File: src/rtl/fp_normalizer_pkg.sv
// fp_normalizer_pkg: shared widths, hidden-bit position and flag layout
package fp_normalizer_pkg;
    localparam int WORD_SIZE_D = 25;
    localparam int EXP_W_D = 8;
    localparam int IDX_W = 8;
    localparam int HIDDEN_BIT = WORD_SIZE_D - 2;
    typedef enum logic {SH_LEFT = 1'b0, SH_RIGHT = 1'b1} shift_dir_t;
    typedef struct packed {
        logic zero;
        logic inexact;
        logic overflow;
        logic underflow;
        logic idx_err;
    } norm_flags_t;
endpackage

File: src/rtl/fp_normalizer_if.sv
// fp_normalizer_if: valid/ready input beat and result bus of the normalizer
interface fp_normalizer_if import fp_normalizer_pkg::*; #(
    parameter int WORD_SIZE = WORD_SIZE_D,
    parameter int EXP_W = EXP_W_D
);
    logic                 in_valid;
    logic                 in_ready;
    logic [WORD_SIZE-1:0] in_mantissa;
    logic [EXP_W-1:0]     in_exponent;
    logic [IDX_W-1:0]     in_msb_index;
    logic                 out_valid;
    logic                 out_ready;
    logic [WORD_SIZE-1:0] out_mantissa;
    logic [EXP_W-1:0]     out_exponent;
    logic                 out_zero;
    logic                 out_inexact;
    logic                 out_overflow;
    logic                 out_underflow;
    logic                 out_idx_err;
    modport master (
        output in_valid, in_mantissa, in_exponent, in_msb_index, out_ready,
        input  in_ready, out_valid, out_mantissa, out_exponent,
               out_zero, out_inexact, out_overflow, out_underflow, out_idx_err
    );
    modport slave (
        input  in_valid, in_mantissa, in_exponent, in_msb_index, out_ready,
        output in_ready, out_valid, out_mantissa, out_exponent,
               out_zero, out_inexact, out_overflow, out_underflow, out_idx_err
    );
endinterface

File: src/rtl/fp_normalizer_norm_shifter.sv
// norm_shifter: combinational log-stage left/right barrel shifter
module norm_shifter import fp_normalizer_pkg::*; #(
    parameter int W = WORD_SIZE_D,
    parameter int SH_W = $clog2(WORD_SIZE_D)
) (
    input  logic [W-1:0]    data,
    input  logic [SH_W-1:0] amount,
    input  shift_dir_t      dir,
    output logic [W-1:0]    result
);
    logic [W-1:0] stage [SH_W+1];
    assign stage[0] = data;
    for (genvar i = 0; i < SH_W; i++) begin : g_stage
        assign stage[i+1] = amount[i] ? (dir == SH_RIGHT ? stage[i] >> (1 << i) : stage[i] << (1 << i)) : stage[i];
    end
    assign result = stage[SH_W];
endmodule

File: src/rtl/fp_normalizer.sv
// fp_normalizer: 2-stage pipeline moving the leading one to the hidden-bit position
module fp_normalizer import fp_normalizer_pkg::*; #(
    parameter int WORD_SIZE = WORD_SIZE_D,
    parameter int EXP_W = EXP_W_D
) (
    input logic          clk,
    input logic          rst,
    fp_normalizer_if.slave bus
);
    localparam int T = WORD_SIZE - 2;
    localparam int SH_W = $clog2(WORD_SIZE);

    logic                 s1_valid, s1_advance, s2_advance, in_rdy;
    logic [WORD_SIZE-1:0] s1_mant;
    logic [EXP_W-1:0]     s1_exp;
    shift_dir_t           s1_dir;
    logic [SH_W-1:0]      s1_amt;
    logic                 s1_zero, s1_err;
    logic [WORD_SIZE-1:0] in_hi;
    logic                 in_zero, in_err;
    shift_dir_t           in_dir;
    logic [SH_W-1:0]      in_amt;
    logic                 out_valid_r;
    logic [WORD_SIZE-1:0] out_mant_r, nx_mant, sh_out;
    logic [EXP_W-1:0]     out_exp_r, nx_exp;
    norm_flags_t          out_flags_r, nx_flags;
    logic [EXP_W:0]       exp_inc;
    logic                 ovf, ufl;

    assign s2_advance = !out_valid_r || bus.out_ready;
    assign s1_advance = s1_valid && s2_advance;
    assign in_rdy = !s1_valid || s1_advance;

    // Consistency holds when shifting the mantissa down by idx leaves exactly 1.
    always_comb begin
        in_hi = bus.in_mantissa >> bus.in_msb_index;
        in_zero = bus.in_mantissa == '0;
        in_err = !in_zero && (bus.in_msb_index >= IDX_W'(WORD_SIZE) || in_hi != WORD_SIZE'(1));
        in_dir = bus.in_msb_index == IDX_W'(WORD_SIZE - 1) ? SH_RIGHT : SH_LEFT;
        in_amt = in_dir == SH_RIGHT ? SH_W'(1) : SH_W'(T) - bus.in_msb_index[SH_W-1:0];
    end

    always_ff @(posedge clk or posedge rst) begin
        if (rst) begin
            s1_valid <= 1'b0;
            s1_mant <= '0;
            s1_exp <= '0;
            s1_dir <= SH_LEFT;
            s1_amt <= '0;
            s1_zero <= 1'b0;
            s1_err <= 1'b0;
        end else if (in_rdy) begin
            s1_valid <= bus.in_valid;
            if (bus.in_valid) begin
                s1_mant <= bus.in_mantissa;
                s1_exp <= bus.in_exponent;
                s1_dir <= in_dir;
                s1_amt <= in_amt;
                s1_zero <= in_zero;
                s1_err <= in_err;
            end
        end
    end

    norm_shifter #(.W(WORD_SIZE), .SH_W(SH_W)) u_shifter (
        .data  (s1_mant),
        .amount(s1_amt),
        .dir   (s1_dir),
        .result(sh_out)
    );

    always_comb begin
        exp_inc = {1'b0, s1_exp} + (EXP_W+1)'(1);
        ovf = exp_inc >= {1'b0, {EXP_W{1'b1}}};
        ufl = s1_exp <= EXP_W'(s1_amt);
        nx_flags = '0;
        nx_mant = sh_out;
        nx_exp = s1_exp - EXP_W'(s1_amt);
        if (s1_zero) begin
            nx_mant = '0;
            nx_exp = '0;
            nx_flags.zero = 1'b1;
        end else if (s1_err) begin
            nx_mant = s1_mant;
            nx_exp = s1_exp;
            nx_flags.idx_err = 1'b1;
        end else if (s1_dir == SH_RIGHT) begin
            nx_flags.inexact = s1_mant[0];
            nx_flags.overflow = ovf;
            nx_mant = ovf ? '0 : sh_out;
            nx_exp = ovf ? '1 : exp_inc[EXP_W-1:0];
        end else if (ufl) begin
            nx_mant = '0;
            nx_exp = '0;
            nx_flags.underflow = 1'b1;
        end
    end

    always_ff @(posedge clk or posedge rst) begin
        if (rst) begin
            out_valid_r <= 1'b0;
            out_mant_r <= '0;
            out_exp_r <= '0;
            out_flags_r <= '0;
        end else if (s2_advance) begin
            out_valid_r <= s1_valid;
            if (s1_valid) begin
                out_mant_r <= nx_mant;
                out_exp_r <= nx_exp;
                out_flags_r <= nx_flags;
            end
        end
    end

    assign bus.in_ready = in_rdy;
    assign bus.out_valid = out_valid_r;
    assign bus.out_mantissa = out_mant_r;
    assign bus.out_exponent = out_exp_r;
    assign bus.out_zero = out_flags_r.zero;
    assign bus.out_inexact = out_flags_r.inexact;
    assign bus.out_overflow = out_flags_r.overflow;
    assign bus.out_underflow = out_flags_r.underflow;
    assign bus.out_idx_err = out_flags_r.idx_err;
endmodule

File: src/flat_wrapper.sv
// flat-port wrapper written by rule: the top's interface ports become plain ports
module fp_normalizer_flat import fp_normalizer_pkg::*;
#(
    parameter int WORD_SIZE = WORD_SIZE_D,
    parameter int EXP_W = EXP_W_D
)
  (clk, rst, bus_in_valid, bus_in_mantissa, bus_in_exponent, bus_in_msb_index, bus_out_ready, bus_in_ready, bus_out_valid, bus_out_mantissa, bus_out_exponent, bus_out_zero, bus_out_inexact, bus_out_overflow, bus_out_underflow, bus_out_idx_err);
  fp_normalizer_if #(.WORD_SIZE(WORD_SIZE), .EXP_W(EXP_W)) bus_i ();
  input logic clk;
  input logic rst;
  input wire logic [$bits(bus_i.in_valid)-1:0] bus_in_valid;
  input wire logic [$bits(bus_i.in_mantissa)-1:0] bus_in_mantissa;
  input wire logic [$bits(bus_i.in_exponent)-1:0] bus_in_exponent;
  input wire logic [$bits(bus_i.in_msb_index)-1:0] bus_in_msb_index;
  input wire logic [$bits(bus_i.out_ready)-1:0] bus_out_ready;
  output wire logic [$bits(bus_i.in_ready)-1:0] bus_in_ready;
  output wire logic [$bits(bus_i.out_valid)-1:0] bus_out_valid;
  output wire logic [$bits(bus_i.out_mantissa)-1:0] bus_out_mantissa;
  output wire logic [$bits(bus_i.out_exponent)-1:0] bus_out_exponent;
  output wire logic [$bits(bus_i.out_zero)-1:0] bus_out_zero;
  output wire logic [$bits(bus_i.out_inexact)-1:0] bus_out_inexact;
  output wire logic [$bits(bus_i.out_overflow)-1:0] bus_out_overflow;
  output wire logic [$bits(bus_i.out_underflow)-1:0] bus_out_underflow;
  output wire logic [$bits(bus_i.out_idx_err)-1:0] bus_out_idx_err;
  assign bus_i.in_valid = bus_in_valid;
  assign bus_i.in_mantissa = bus_in_mantissa;
  assign bus_i.in_exponent = bus_in_exponent;
  assign bus_i.in_msb_index = bus_in_msb_index;
  assign bus_i.out_ready = bus_out_ready;
  assign bus_in_ready = bus_i.in_ready;
  assign bus_out_valid = bus_i.out_valid;
  assign bus_out_mantissa = bus_i.out_mantissa;
  assign bus_out_exponent = bus_i.out_exponent;
  assign bus_out_zero = bus_i.out_zero;
  assign bus_out_inexact = bus_i.out_inexact;
  assign bus_out_overflow = bus_i.out_overflow;
  assign bus_out_underflow = bus_i.out_underflow;
  assign bus_out_idx_err = bus_i.out_idx_err;
  fp_normalizer #(.WORD_SIZE(WORD_SIZE), .EXP_W(EXP_W)) u_core (.clk(clk), .rst(rst), .bus(bus_i));
endmodule
File: config.mk
export PLATFORM = sky130hd
export DESIGN_NAME = fp_normalizer_flat
export DESIGN_NICKNAME = d
export VERILOG_FILES = /design/src/rtl/fp_normalizer_pkg.sv /design/src/rtl/fp_normalizer_if.sv /design/src/rtl/fp_normalizer_norm_shifter.sv /design/src/rtl/fp_normalizer.sv /design/src/flat_wrapper.sv
export SDC_FILE = /design/constraint.sdc
export NUM_CORES = 1
export LEC_CHECK = 0
export BUFFER_PORTS_ARGS = -buffer_cell sky130_fd_sc_hd__buf_2
export CELL_PAD_IN_SITES_DETAIL_PLACEMENT = 1
export CELL_PAD_IN_SITES_GLOBAL_PLACEMENT = 1
export CORE_ASPECT_RATIO = 0.9
export CORE_MARGIN = 3
export CORE_UTILIZATION = 45
export DETAILED_ROUTE_END_ITERATION = 16
export GPL_TIMING_DRIVEN = 0
export PLACE_DENSITY = 0.78
export RECOVER_POWER = 50
export SYNTH_ARGS = -nofsm -noshare
export SYNTH_HDL_FRONTEND = slang
export SYNTH_SLANG_ARGS = --single-unit
File: constraint.sdc
create_clock -name clk -period 6.91 [get_ports clk]
set_clock_uncertainty 0.15 [all_clocks]
set_input_delay 1.7275 -clock clk [delete_from_list [all_inputs] [get_ports clk]]
set_output_delay 1.7275 -clock clk [all_outputs]
set_load 0.05 [all_outputs]
==> flow_metrics.py, run 1 <==
metrics = {
    "placed_design": {
        "place.gp.congestion": 0.999,
        "numPortBuffers": 81,
        "dp_hpwl_um": 24600,
        "dp_cells": 1138,
        "placed_area_um2": 7970,
        "preCtsSetupSlack_ps": 2620,
    },
    "setup_path": {
        "critPathLaunchType": "flip-flop",
        "cp.arrival_ps": 4760,
        "r2r_cells": 13,
        "worst-path-max-fanout": 10,
        "r2r-start": "u_core.s1_amt[2]$_DFFE_PP0P_",
        "criticalPathCategory": "flip-flop to flip-flop",
        "required_ps": 7050,
        "cpPeakStageDelay_ps": 670,
        "rrSetupSlack_ps": 2290,
        "endpoint_kind": "flip-flop",
        "timing.critical_path.mode_cell": "clkbuf_1",
        "crit_path_cell_trace": "clkbuf_1, inv_1, clkbuf_1, clkbuf_1, ha_1, a211oi_1, o21ai_1, a2111o_1, nand2_1, buf_4, nor3_2, o311ai_1, nand2_1",
        "timing.rr.end": "u_core.bus.out_mantissa[14]$_DFFE_PP0P_",
        "startpoint": "u_core.s1_amt[2]$_DFFE_PP0P_",
        "cpMaxStageDelayCell": "nor3_2",
    },
    "power": {
        "pwr_density_cell_nw_per_um2": 269,
        "p_switching_mw": 1.05,
        "p_total_mw": 2.22,
        "switching_share_pct": 47.3,
        "intPower_mw": 1.17,
        "combPwrFrac_pct": 47.5,
        "ir_drop_uv": 169,
        "p_leak_nw": 3.27,
        "pwr-share-seq_pct": 28.6,
        "power_frac_clock_pct": 23.9,
    },
    "cts": {
        "cts_hold_buffers": 0,
        "worstSkewPairLatency_ps": 360,
        "htreeDepth": 3,
        "cts_sinks": 81,
        "cts_made_buffers": 9,
        "cts_tree": "yes",
        "postCtsSetupRepairBufs": 0,
        "clk_path_buf_depth": 2,
        "path_clk_slew_ps": 70,
        "cts_resized": 0,
        "cts-root-buf": "clkbuf_16",
    },
    "sta": {
        "fin_crit_ps": 4620,
        "timing.final.ws_setup_ps": 2290,
        "fin_crit_sh_pct": 66.9,
        "finalMaxSlewViolations": 0,
        "hold_violations": 0,
        "slew_headroom_pct": 4.68,
        "finalSetupViolCount": 0,
        "tightest_slew_ps": 1420,
        "max_freq_mhz": 216,
        "tns_ps": 0,
        "rsz0062_at_grt": "false",
    },
    "cells_and_area": {
        "seqCellArea_um2": 2030,
        "syn2layout_area_growth_pct": 13.6,
        "stdcell_count": 1154,
        "nets": 1000,
        "finish.instance_area_um2": 8270,
        "final_cell_mix": "87 x buf_2, 81 x dfrtp_1, 76 x nand2_1",
        "multi_input_area_um2": 4710,
        "mostFrequentLayoutCell": "buf_2",
        "final_layout_size_suffix_gt1_share_pct": 21.2,
        "diodes": 0,
        "nFillCells": 1914,
    },
    "routing": {
        "antenna_left": 0,
        "drt_iter0_drc": 870,
        "drc_errors": 0,
        "vias": 8236,
        "drt-total-wl_um": 33200,
        "drt-vias-per-instance": 7.14,
        "wl_per_cell_um": 28.8,
        "firstDrtPassIters": 6,
    },
    "hold_path": {
        "hp-class": "flip-flop to flip-flop",
        "worstHoldStart": "u_core.bus.out_idx_err$_DFFE_PP0P_",
        "min_to": "u_core.bus.out_idx_err$_DFFE_PP0P_",
        "hold_path_depth": 1,
    },
    "floorplan": {
        "die_h_um": 127,
        "start_util_pct": 46.7,
        "die_w_um": 140,
        "io_pins": 85,
        "core-area_um2": 15600,
        "dieArea_um2": 17700,
        "rows": 43,
    },
    "global_routing": {
        "grt_usage_pct": 36.8,
        "grt_pass1_vias": 8504,
        "antenna_found_initial": 0,
        "grt_max_degree": 54,
        "globalRouteOverflowTotal": 0,
        "grt_pass1_wl_um": 50300,
    },
    "synthesis": {
        "ys_seq_area_share_pct": 27.8,
        "synth_nets": 907,
        "ys.flop_type": "dfrtp_1",
        "ys_types": 89,
        "synth_area_um2": 7280,
        "syn_area_per_cell_um2": 8.52,
        "synthCells": 854,
        "yosysWarningCount": 0,
        "synthArstFlopShare_pct": 100,
        "synth_edf_count": 0,
        "ys_seq_elements": 81,
    },
    "job": {
        "maxCapViolations": 0,
    },
    "outcome": {
        "status": "completed",
    },
}
[worst max-delay path: cells and delay by family (launching register included)]
family	cells	cell delay (ps)
AO/OA/AOI/OAI	4	1050
adder cells (fa/ha/maj)	1	330
buffers and inverters	5	1750
flip-flops	1	360
AND/OR/NAND/NOR	3	900
[cells in the mapped netlist, types with 5 or more instances]
cell / instances / area, µm²
mux2i_1: 49 / 490
xnor2_1: 5 / 43.8
nand2b_1: 17 / 106
nor2b_1: 14 / 87.6
a22oi_1: 16 / 120
nand2_1: 76 / 285
inv_1: 14 / 52.6
mux2_2: 38 / 428
buf_4: 7 / 52.6
a311oi_1: 5 / 43.8
o221ai_1: 7 / 61.3
a211o_1: 7 / 61.3
buf_6: 11 / 124
dfrtp_1: 81 / 2030
buf_2: 22 / 110
a221oi_1: 5 / 43.8
nor4_1: 8 / 50.1
o22ai_1: 15 / 93.8
nand3_1: 22 / 110
o31ai_1: 8 / 60.1
nor2_1: 62 / 233
nor3_1: 16 / 80.1
a22o_1: 6 / 52.6
or3_1: 10 / 62.6
a211oi_1: 24 / 180
clkbuf_1: 40 / 150
ha_1: 7 / 87.6
a21oi_1: 56 / 280
o21ai_0: 45 / 225
mux4_2: 8 / 180
a221o_1: 6 / 60.1
o21ai_1: 12 / 60.1
a222oi_1: 10 / 100
a31oi_1: 13 / 81.3
o211ai_1: 6 / 45.0
[layer usage]
layer  vias to the layer above  global-route usage (%)  share of wire (%)
li1                       3466                       -                  -
met1                      4096                    47.0                 40
met2                       546                    58.2                 46
met3                       128                    7.58                8.8
met4                         0                    20.6                5.9
met5                         -                       0                  0
[how the worst max path moves through the flow]
stage	depth (start not counted)	to	slack (ps)
4_1_cts	13	u_core.bus.out_mantissa[14]$_DFFE_PP0P_	2500
3_3_place_gp	2	u_core.s1_mant[10]$_DFFE_PP0P_	2020
5_1_grt	13	u_core.bus.out_mantissa[14]$_DFFE_PP0P_	2250
3_5_place_dp	13	u_core.bus.out_mantissa[14]$_DFFE_PP0P_	2620
6_report	13	u_core.bus.out_mantissa[14]$_DFFE_PP0P_	2290
2_1_floorplan	1	bus_in_ready	2810
[cells by family (layout without fill, tap and decap cells)]
group | count (synthesis) | after routing | synth area share [%]
compound gates | 301 | 301 | 29.7
xor+xnor | 7 | 7 | 0.842
fa+ha+maj | 8 | 8 | 1.48
buf+inv | 104 | 202 | 7.44
flops | 81 | 81 | 27.8
mux | 96 | 96 | 15.3
simple gates | 257 | 257 | 17.4
[area by class of cell]
| class | instances | area share, % |
|---|---|---|
| Multi-Input combinational cell | 669 | 57.0 |
| Sequential cell | 81 | 24.5 |
| Buffer | 88 | 5.81 |
| Timing Repair Buffer | 82 | 5.01 |
| Tap cell | 202 | 3.06 |
| Clock buffer | 9 | 2.72 |
| Clock inverter | 7 | 1.15 |
| Inverter | 16 | 0.742 |
[through the flow]
| stage | hold slack (ps) | utilization, % |
|---|---|---|
| 2_1_floorplan | 307 | - |
| 3_3_place_gp | 307 | 50.9 |
| 3_5_place_dp | 330 | 51.1 |
| 4_1_cts | 346 | 53.1 |
| 5_1_grt | 381 | 53.0 |
| 6_report | 343 | 53.0 |
[power groups by stage]
stage	Clock (mW)	Sequential (mW)	Combinational, mW
6_report	0.530	0.637	1.06
5_1_grt	0.556	0.643	1.11
4_1_cts	0.537	0.631	1.03
3_5_place_dp	0	0.641	1.02
3_3_place_gp	0	0.635	1.00
2_1_floorplan	0	0.763	0.569
[state kept, by name, indices dropped and copies added, names as in the netlist]
register and count:
u_core.s1_exp 8, u_core.bus.out_idx_err 1, u_core.s1_dir 1, u_core.bus.out_inexact 1, u_core.s1_mant 25, u_core.bus.out_valid 1, u_core.bus.out_mantissa 25, u_core.bus.out_zero 1
u_core.s1_valid 1, u_core.bus.out_exponent 8, u_core.s1_amt 5, u_core.bus.out_overflow 1, u_core.s1_err 1, u_core.s1_zero 1, u_core.bus.out_underflow 1
No activity file was read; power rests on OpenSTA's default activity.
==> inputs of run 2 (changes only) <==
--- a/config.mk
+++ b/config.mk
@@ -5,12 +5,13 @@
 export SDC_FILE = /design/constraint.sdc
 export NUM_CORES = 1
 export LEC_CHECK = 0
+export ABC_AREA = 1
 export BUFFER_PORTS_ARGS = -buffer_cell sky130_fd_sc_hd__buf_2
 export CELL_PAD_IN_SITES_DETAIL_PLACEMENT = 1
 export CELL_PAD_IN_SITES_GLOBAL_PLACEMENT = 1
 export CORE_ASPECT_RATIO = 0.9
 export CORE_MARGIN = 3
-export CORE_UTILIZATION = 45
+export CORE_UTILIZATION = 41
 export DETAILED_ROUTE_END_ITERATION = 16
 export GPL_TIMING_DRIVEN = 0
 export PLACE_DENSITY = 0.78
==> constraint.sdc (replaced) <==
create_clock -name clk -period 4.37 [get_ports clk]
set_clock_uncertainty 0.15 [all_clocks]
set_input_delay 1.0925 -clock clk [delete_from_list [all_inputs] [get_ports clk]]
set_output_delay 1.0925 -clock clk [all_outputs]
set_load 0.05 [all_outputs]
==> run 2 against run 1 <==
  * The run now ends with capacitance limit, slew limit left
  * Register-to-register slack got worse by 1400 ps
  * Clock power is 38% higher
  * First-iteration DRC count fell by 29%
  * Sequential power increased by 71%
  * Worst hold slack barely moved
  * Sequential share of layout area grew 2.1 points
  * Setup slack lost 1400 ps
  * Die area up 0.72%
  * Flip-flop and latch count stayed put
  * Design area down 7.8%
  * Largest power group unchanged
==> flow_metrics.py, run 2 <==
metrics = {
    "outcome": {
        "status": "finished with violations",
        "violations": "capacitance limit, slew limit",
    },
    "cells_and_area": {
        "final_layout_size_suffix_gt1_share_pct": 12.7,
        "mostFrequentLayoutCell": "nand2_1",
        "final_cell_mix": "508 x nand2_1, 121 x nand3_1, 95 x buf_2",
        "diodes": 0,
        "nets": 1237,
        "stdcell_count": 1390,
        "final_util_pct": 48.5,
        "syn2layout_area_growth_pct": 14.1,
    },
    "power": {
        "combPwrFrac_pct": 49.4,
        "pwr_density_cell_nw_per_um2": 472,
        "pwr-share-seq_pct": 30.3,
        "p_leak_nw": 3.98,
        "ir_drop_uv": 221,
        "intPower_mw": 1.79,
        "p_switching_mw": 1.82,
        "switching_share_pct": 50.4,
        "power_frac_clock_pct": 20.3,
        "p_total_mw": 3.60,
    },
    "global_routing": {
        "grt_pass1_wl_um": 44500,
        "grt_max_degree": 66,
        "globalRouteOverflowTotal": 0,
        "grt_usage_pct": 31.5,
        "grt_pass1_vias": 8076,
        "antenna_found_initial": 0,
    },
    "synthesis": {
        "ys.flop_type": "dfrtp_1",
        "syn_area_per_cell_um2": 6.14,
        "synthCells": 1089,
        "yosys-top-cells-area": "dfrtp_1 30%, nand2_1 29%, nand3_1 9.1%",
        "yosysTopAreaCell": "dfrtp_1",
        "ys_seq_area_share_pct": 30.3,
        "yosysWarningCount": 0,
        "synthArstFlopShare_pct": 100,
        "synth_most_common_cell": "nand2_1",
        "synth_area_um2": 6680,
        "synth-compound-area-share_pct": 14.5,
        "ys_types": 43,
        "synth_nets": 1142,
        "muxShareOfSynthArea_pct": 0,
        "yosys.area_share.simple_pct": 43.9,
        "synth_top_family_by_area": "simple AND/OR/NAND/NOR gates",
        "synth_common_cells": "508 x nand2_1, 121 x nand3_1, 81 x dfrtp_1",
        "synth_top_cell_area_share_pct": 30.3,
        "synth_edf_count": 0,
        "synth-adder-area-share_pct": 1.61,
        "ys_seq_elements": 81,
        "synthXorXnorAreaFrac_pct": 0.786,
    },
    "job": {
        "maxCapViolations": 1,
    },
    "floorplan": {
        "core-area_um2": 15700,
        "die_w_um": 141,
        "rows": 43,
        "io_pins": 85,
        "die_h_um": 127,
        "dieArea_um2": 17900,
        "start_util_pct": 42.5,
    },
    "sta": {
        "tightest_slew_ps": 1650,
        "tns_ps": 0,
        "finalSetupViolCount": 0,
        "fin_crit_sh_pct": 79.8,
        "timing.final.ws_setup_ps": 885,
        "max_freq_mhz": 287,
        "fin_crit_ps": 3490,
        "finalMaxSlewViolations": 66,
        "hold_violations": 0,
        "slew_headroom_pct": -9.98,
        "rsz0062_at_grt": "false",
    },
    "cts": {
        "htreeDepth": 3,
        "postCtsSetupRepairBufs": 0,
        "cts_hold_buffers": 0,
        "worstSkewPairLatency_ps": 350,
        "cts_resized": 0,
        "clk_path_buf_depth": 2,
        "cts_made_buffers": 9,
        "path_clk_slew_ps": 60,
        "cts-root-buf": "clkbuf_16",
        "cts_sinks": 81,
        "cts_tree": "yes",
    },
    "setup_path": {
        "cpMaxStageDelayCell": "clkbuf_1",
        "required_ps": 4420,
        "criticalPathCategory": "flip-flop to flip-flop",
        "cpPeakStageDelay_ps": 460,
        "critPathLaunchType": "flip-flop",
        "cp.arrival_ps": 3540,
        "worst-path-max-fanout": 10,
        "cp_top_family": "simple AND/OR/NAND/NOR gates",
        "crit_path_cell_trace": "inv_1, buf_4, clkbuf_1, ha_1, nand3_1, nand3_1, nand2_1, nand2_1, o21ai_1, nand2_1, nor2_2, nand2_1, nand2_1, inv_2, nand2_4, nor2_4, buf_6, nand2_1, nand3_1",
        "critPathBufInv": 5,
        "rrSetupSlack_ps": 880,
        "timing.critical_path.mode_cell": "nand2_1",
        "endpoint_kind": "flip-flop",
    },
    "placed_design": {
        "preCtsSetupSlack_ps": 950,
        "dp_hpwl_um": 21900,
        "numPortBuffers": 83,
        "dp_cells": 1375,
        "place.gp.congestion": 0.915,
    },
    "routing": {
        "firstDrtPassIters": 5,
        "drt-vias-per-instance": 5.73,
        "antenna_left": 0,
        "drt_iter0_drc": 619,
        "drt-total-wl_um": 27600,
        "wl_per_cell_um": 19.9,
        "drc_errors": 0,
        "vias": 7961,
    },
    "hold_path": {
        "hp-class": "flip-flop to flip-flop",
    },
}
## run 2: path summary, 6_finish.rpt
kind                                               startpoint                                 endpoint  depth (start not counted)
setup / recovery                 u_core.s1_amt[3]$_DFFE_PP0P_  u_core.bus.out_mantissa[22]$_DFFE_PP0P_                         19
hold / removal             u_core.bus.out_inexact$_DFFE_PP0P_       u_core.bus.out_inexact$_DFFE_PP0P_                          1
setup reg to reg                 u_core.s1_amt[3]$_DFFE_PP0P_  u_core.bus.out_mantissa[22]$_DFFE_PP0P_                         19
hold reg to reg            u_core.bus.out_inexact$_DFFE_PP0P_       u_core.bus.out_inexact$_DFFE_PP0P_                          1
max in group asynchronous                                 rst                u_core.s1_err$_DFFE_PP0P_                          3
min in group asynchronous                                 rst   u_core.bus.out_mantissa[9]$_DFFE_PP0P_                          2
## run 2: cells by family after synthesis
| family | after synthesis |
|---|---|
| and+or+nand+nor | 710 |
| buffers and inverters | 136 |
| DFF | 81 |
| xor gates and xnor gates | 6 |
| adders and majority gates | 8 |
| AOI/OAI and AO/OA | 148 |
## run 2: metal layers
layer	part of all wire (%)	global-route usage (%)	up-vias
li1	-	-	3751
met1	46	44.3	3916
met2	45	49.4	254
met3	5.4	5.80	40
met4	3.1	9.74	0
met5	0	0	-
## run 2: power groups by stage
stage          Clock [mW]  Sequential, mW  Combinational, mW
2_1_floorplan           0            1.40              0.903
4_1_cts             0.740            1.09               1.77
6_report            0.730            1.09               1.78
3_3_place_gp            0            1.10               1.73
3_5_place_dp            0            1.10               1.76
5_1_grt             0.765            1.11               1.95
## run 2: metrics by stage
step	hold WS (ps)	cell area, µm²
floorplan	321	6680
global placement	324	7350
detailed placement	329	7380
CTS	343	7650
global route	370	7620
finish	342	7620
## run 2: final cells by class
type | count | area, µm²
plain buffers | 56 | 292
inverters | 80 | 302
flip-flops and latches | 81 | 2030
fillers | 2222 | 8090
multi-input cells | 872 | 4060
well taps | 202 | 253
clock buffers | 11 | 243
repair buffers | 84 | 414
clock inverters | 4 | 28.8
